### src/rtl/ucdp_debounce.sv
// ucdp_debounce: glitch/bounce filter for a level that is already synchronous to main_clk_i.
// A change on d_i reaches q_o only after d_i has held the new value for thres_i
// consecutive clock edges. A thres_i of 0 behaves like 1.
// Outputs: the filtered level, a one-cycle edge pulse whose polarity is selected by
// edge_type_p, and a busy flag that is high while a candidate change is being qualified.
// Optional build macro UCDP_DEBOUNCE_GLITCHCNT_EN adds a saturating 8-bit glitch counter
// with a synchronous clear.
module ucdp_debounce #(
   parameter int unsigned cntwidth_p  = 8,
   parameter logic        rstval_p    = 1'b0,
   parameter logic [1:0]  edge_type_p = 2'h0
) (
   input  logic                  main_clk_i,
   input  logic                  main_rst_an_i,
   input  logic [cntwidth_p-1:0] thres_i,
   input  logic                  d_i,
`ifdef UCDP_DEBOUNCE_GLITCHCNT_EN
   input  logic                  glitch_clr_i,
   output logic [7:0]            glitch_cnt_o,
`endif
   output logic                  q_o,
   output logic                  edge_o,
   output logic                  busy_o
);

   typedef enum logic {
      STABLE = 1'b0,
      CHECK  = 1'b1
   } state_t;

   // Constant 1, one bit wider than the counter, so the compare cannot wrap.
   localparam logic [cntwidth_p:0] one_c = {{cntwidth_p{1'b0}}, 1'b1};

   state_t                state_r;
   logic [cntwidth_p-1:0] cnt_r;
   logic                  q_r;
   logic                  edge_r;

   logic                  change;
   logic [cntwidth_p:0]   thres_eff;
   logic [cntwidth_p:0]   cnt_inc;
   logic                  edge_match;

   assign change     = d_i ^ q_r;
   assign thres_eff  = (thres_i == '0) ? one_c : {1'b0, thres_i};
   assign cnt_inc    = {1'b0, cnt_r} + one_c;
   // q_r still holds the old level: old 0 means a rising edge, old 1 a falling one.
   assign edge_match = (edge_type_p[0] & ~q_r) | (edge_type_p[1] & q_r);

   // Qualification FSM. The filtered level, the edge pulse and the counter are all registered here.
   always_ff @(posedge main_clk_i or negedge main_rst_an_i) begin
      if (!main_rst_an_i) begin
         state_r <= STABLE;
         cnt_r   <= '0;
         q_r     <= rstval_p;
         edge_r  <= 1'b0;
      end else begin
         edge_r <= 1'b0;
         case (state_r)
            STABLE: begin
               cnt_r <= '0;
               if (change) begin
                  if (thres_eff <= one_c) begin
                     q_r    <= ~q_r;
                     edge_r <= edge_match;
                  end else begin
                     cnt_r   <= one_c[cntwidth_p-1:0];
                     state_r <= CHECK;
                  end
               end
            end
            CHECK: begin
               if (!change) begin
                  // The input fell back before qualifying: drop the candidate change silently.
                  cnt_r   <= '0;
                  state_r <= STABLE;
               end else if (cnt_inc >= thres_eff) begin
                  // Greater-or-equal also covers a threshold lowered below the current count.
                  q_r     <= ~q_r;
                  edge_r  <= edge_match;
                  cnt_r   <= '0;
                  state_r <= STABLE;
               end else begin
                  cnt_r <= cnt_inc[cntwidth_p-1:0];
               end
            end
            default: begin
               cnt_r   <= '0;
               state_r <= STABLE;
            end
         endcase
      end
   end

   assign q_o    = q_r;
   assign edge_o = edge_r;
   assign busy_o = (state_r == CHECK);

`ifdef UCDP_DEBOUNCE_GLITCHCNT_EN
   logic       glitch;
   logic [7:0] glitch_cnt_r;

   assign glitch = (state_r == CHECK) & ~change;

   // Saturating glitch counter. The clear wins, and a glitch in the same cycle is then counted as 1.
   always_ff @(posedge main_clk_i or negedge main_rst_an_i) begin
      if (!main_rst_an_i) begin
         glitch_cnt_r <= 8'h00;
      end else if (glitch_clr_i) begin
         glitch_cnt_r <= glitch ? 8'h01 : 8'h00;
      end else if (glitch && (glitch_cnt_r != 8'hFF)) begin
         glitch_cnt_r <= glitch_cnt_r + 8'h01;
      end
   end

   assign glitch_cnt_o = glitch_cnt_r;
`endif

endmodule

### config.mk
export PLATFORM = sky130hd
export DESIGN_NAME = ucdp_debounce
export DESIGN_NICKNAME = d
export VERILOG_FILES = /design/src/rtl/ucdp_debounce.sv
export SDC_FILE = /design/constraint.sdc
export NUM_CORES = 1
export LEC_CHECK = 0
export CAP_MARGIN = 20
export CELL_PAD_IN_SITES_DETAIL_PLACEMENT = 1
export CELL_PAD_IN_SITES_GLOBAL_PLACEMENT = 2
export CORE_MARGIN = 2
export CORE_UTILIZATION = 28
export DETAILED_ROUTE_END_ITERATION = 10
export GPL_TIMING_DRIVEN = 1
export PLACE_DENSITY_LB_ADDON = 0.1
export SLEW_MARGIN = 20
export SYNTH_ARGS = -nofsm -noshare
export SYNTH_HDL_FRONTEND = slang
export SYNTH_SLANG_ARGS = --single-unit
### constraint.sdc
create_clock -name main_clk_i -period 2.3 [get_ports main_clk_i]
set_clock_uncertainty 0.1 [all_clocks]
set_input_delay 0.23 -clock main_clk_i [delete_from_list [all_inputs] [get_ports main_clk_i]]
set_output_delay 0.23 -clock main_clk_i [all_outputs]
set_load 0.03 [all_outputs]
==> impl_metrics.json <==
{
  "crit_arrival_ns": 2.43,
  "power.leakage_nw": 0.5781,
  "grt_usage_pct": 14.72,
  "syn2layout_area_growth_pct": 65.71,
  "yosysTopAreaCellShare_pct": 33.78,
  "syn_inst": 75,
  "drtIter0Drc": 6,
  "crit_type": "reg2reg",
  "cts_buffer_depth": 2,
  "final_cell_mix": "25 x buf_4, 12 x clkdlybuf4s50_1, 10 x dfrtp_1, 9 x inv_1, 6 x ha_1",
  "antenna_found_initial": 0,
  "irDropWorstVdd_mv": 0.4633,
  "gp_congestion": 0.7392,
  "core_area_um2": 2500,
  "mostFrequentLayoutCell": "buf_4",
  "crit_required_ns": 2.35,
  "clkLatencyLatePin_ns": 0.27,
  "vias": 661,
  "cts.htree.levels": 1,
  "synth_seq_area_share_pct": 33.78,
  "grt_pass1_wl_um": 3436,
  "layout.nets": 136,
  "die_w_um": 55.44,
  "synth.avg_cell_area_um2": 9.876,
  "root_buffer": "clkbuf_4",
  "io_buffers": 12,
  "row_count": 18,
  "synth_area_leader_cell": "dfrtp_1",
  "min_path_type": "in2async",
  "grt-ovfl-total": 0,
  "cp_max_fo": 4,
  "hold_viol_final": 0,
  "drc_errors": 0,
  "diodes": 0,
  "drive_gt1_share_pct": 47.37,
  "ys_types": 27,
  "cts_made_buffers": 3,
  "status": "finished with violations",
  "wirelength_um": 1997,
  "die_y_um": 55.44,
  "drtPass1Iterations": 4,
  "die_area_um2": 3073,
  "start_util_pct": 29.63,
  "whs_ns": 0.1860,
  "fin_crit_ns": 2.375,
  "dpl.cell_count": 131,
  "clock-sinks": 10,
  "fin_cells": 144,
  "power_density_nw_per_um2": 678.3,
  "fill_cells": 291,
  "worst_setup_path_end_kind": "flip-flop",
  "cts_tree": "yes",
  "timing.fmax_ghz": 0.4211,
  "first_global_vias": 721,
  "post-dp-hpwl_um": 1576,
  "finalPower_w": 0.0008326,
  "path_clk_slew_ns": 0.06,
  "violations": "negative setup slack",
  "yosysWarningCount": 0,
  "final_max_slew_viol_count": 0,
  "synth-seq-cells": 10,
  "syn-num-nets": 95,
  "min_period_over_period_pct": 103.2,
  "setup_viol": 8,
  "layout_setup_ws_ns": -0.07462,
  "grt_max_degree": 11,
  "syn-cell-area_um2": 740.7,
  "ant_nets": 0,
  "startpoint_type": "flip-flop",
  "wl_per_cell_um": 13.87,
  "vias_per_cell": 4.590,
  "synth_area_leaders": "dfrtp_1 34%, ha_1 15%, nor2b_1 5.9%, xnor2_1 4.7%, xor2_1 4.7%",
  "io_pins": 14,
  "cap_violations": 0,
  "rsz0062_at_grt": "true",
  "tns_ns": -0.4063
}
-- metal layers --
layer / global-route usage (%) / routed length, um
met5: 0 / 0
met4: 6.620 / 50
met3: 5.386 / 85
met2: 23.98 / 1021
met1: 17.17 / 840
-- kinds of logic after synthesis --
family                     count (synthesis)  share of synthesized area [%]
AOI/OAI and AO/OA                          9                          9.291
muxes                                      1                          2.026
DFF                                       10                          33.78
other                                      1                         0.5063
xor gates and xnor gates                   8                          9.458
buffers and inverters                     10                          5.574
and+or+nand+nor                           27                          24.16
adders and majority gates                  9                          15.20
-- path summary, 6_finish.rpt --
| kind | depth (start not counted) | startpoint | end | slack, ns |
|---|---|---|---|---|
| min | 1 | main_rst_an_i | cnt_r[2] | 0.19 |
| max reg2reg | 9 | cnt_r[4] | q_o | -0.07 |
| min reg2reg | 1 | q_o | q_o | 0.51 |
| min in group main_clk_i | 1 | q_o | q_o | 0.51 |
| max | 9 | cnt_r[4] | q_o | -0.07 |
| max in group asynchronous | 1 | main_rst_an_i | cnt_r[3] | 1.59 |
-- power breakdown --
part           internal, W  switching, W
combinational     0.000245      0.000219
sequential        0.000210     0.0000401
clock            0.0000604     0.0000577
-- area by class of cell --
cell class	count	area [um2]	area share, %
multi-input combinational	55	575.6	46.89
timing repair buffer	37	307.8	25.08
sequential	10	250.2	20.39
tap	30	37.54	3.058
inverter	9	33.78	2.752
clock buffer	3	22.52	1.835
-- registers in the layout, summed over array words and instances (netlist names) --
| register | flops |
|---|---|
| cnt_r | 8 |
| q_o | 1 |
| busy_o | 1 |
-- per-stage QoR --
step           area (um2)  worst slack, ns  util [%]
3_3_place_gp         1026          -0.3314     41.04
5_1_grt              1227          -0.2240     49.10
6_report             1227         -0.07462     49.10
2_1_floorplan       763.2         -0.01270         -
4_1_cts              1132         -0.09084     45.30
3_5_place_dp         1026          -0.4128     41.04
-- worst max-delay path, cell delays in order (launching register included) --
cell and delay, ns:
dfrtp_1 0.39, nand4_1 0.16, nor2_2 0.12, xor2_1 0.20
ha_1 0.28, and3_4 0.16, nor2b_4 0.12, nor4b_4 0.31
a21oi_2 0.11, mux2_4 0.30
-- cells in the mapped netlist --
cell type,instances
dfrtp_1,10
ha_1,9
inv_1,9
nor2b_1,7
nor2_1,5
nand3_1,4
xnor2_1,4
xor2_1,4
a21oi_1,3
nand2_1,2
nand4_1,2
a21o_1,1
a21oi_2,1
a21oi_4,1
a32o_1,1
and3_1,1
and3_4,1
buf_4,1
conb_1,1
mux2_4,1
nand3_2,1
nor2b_4,1
nor3_1,1
nor4_1,1
nor4b_4,1
o21ai_0,1
o22ai_1,1
-- repair_timing --
action | 4_1_cts | 5_1_grt
gates resized for setup | 8 | 11
gates cloned | 0 | 0
setup endpoints to repair | 9 | 9
pin swaps | 11 | 11
buffers inserted | 5 | 5
hold buffers | 0 | 0
Note: power is estimated with default switching activity, not from simulation.
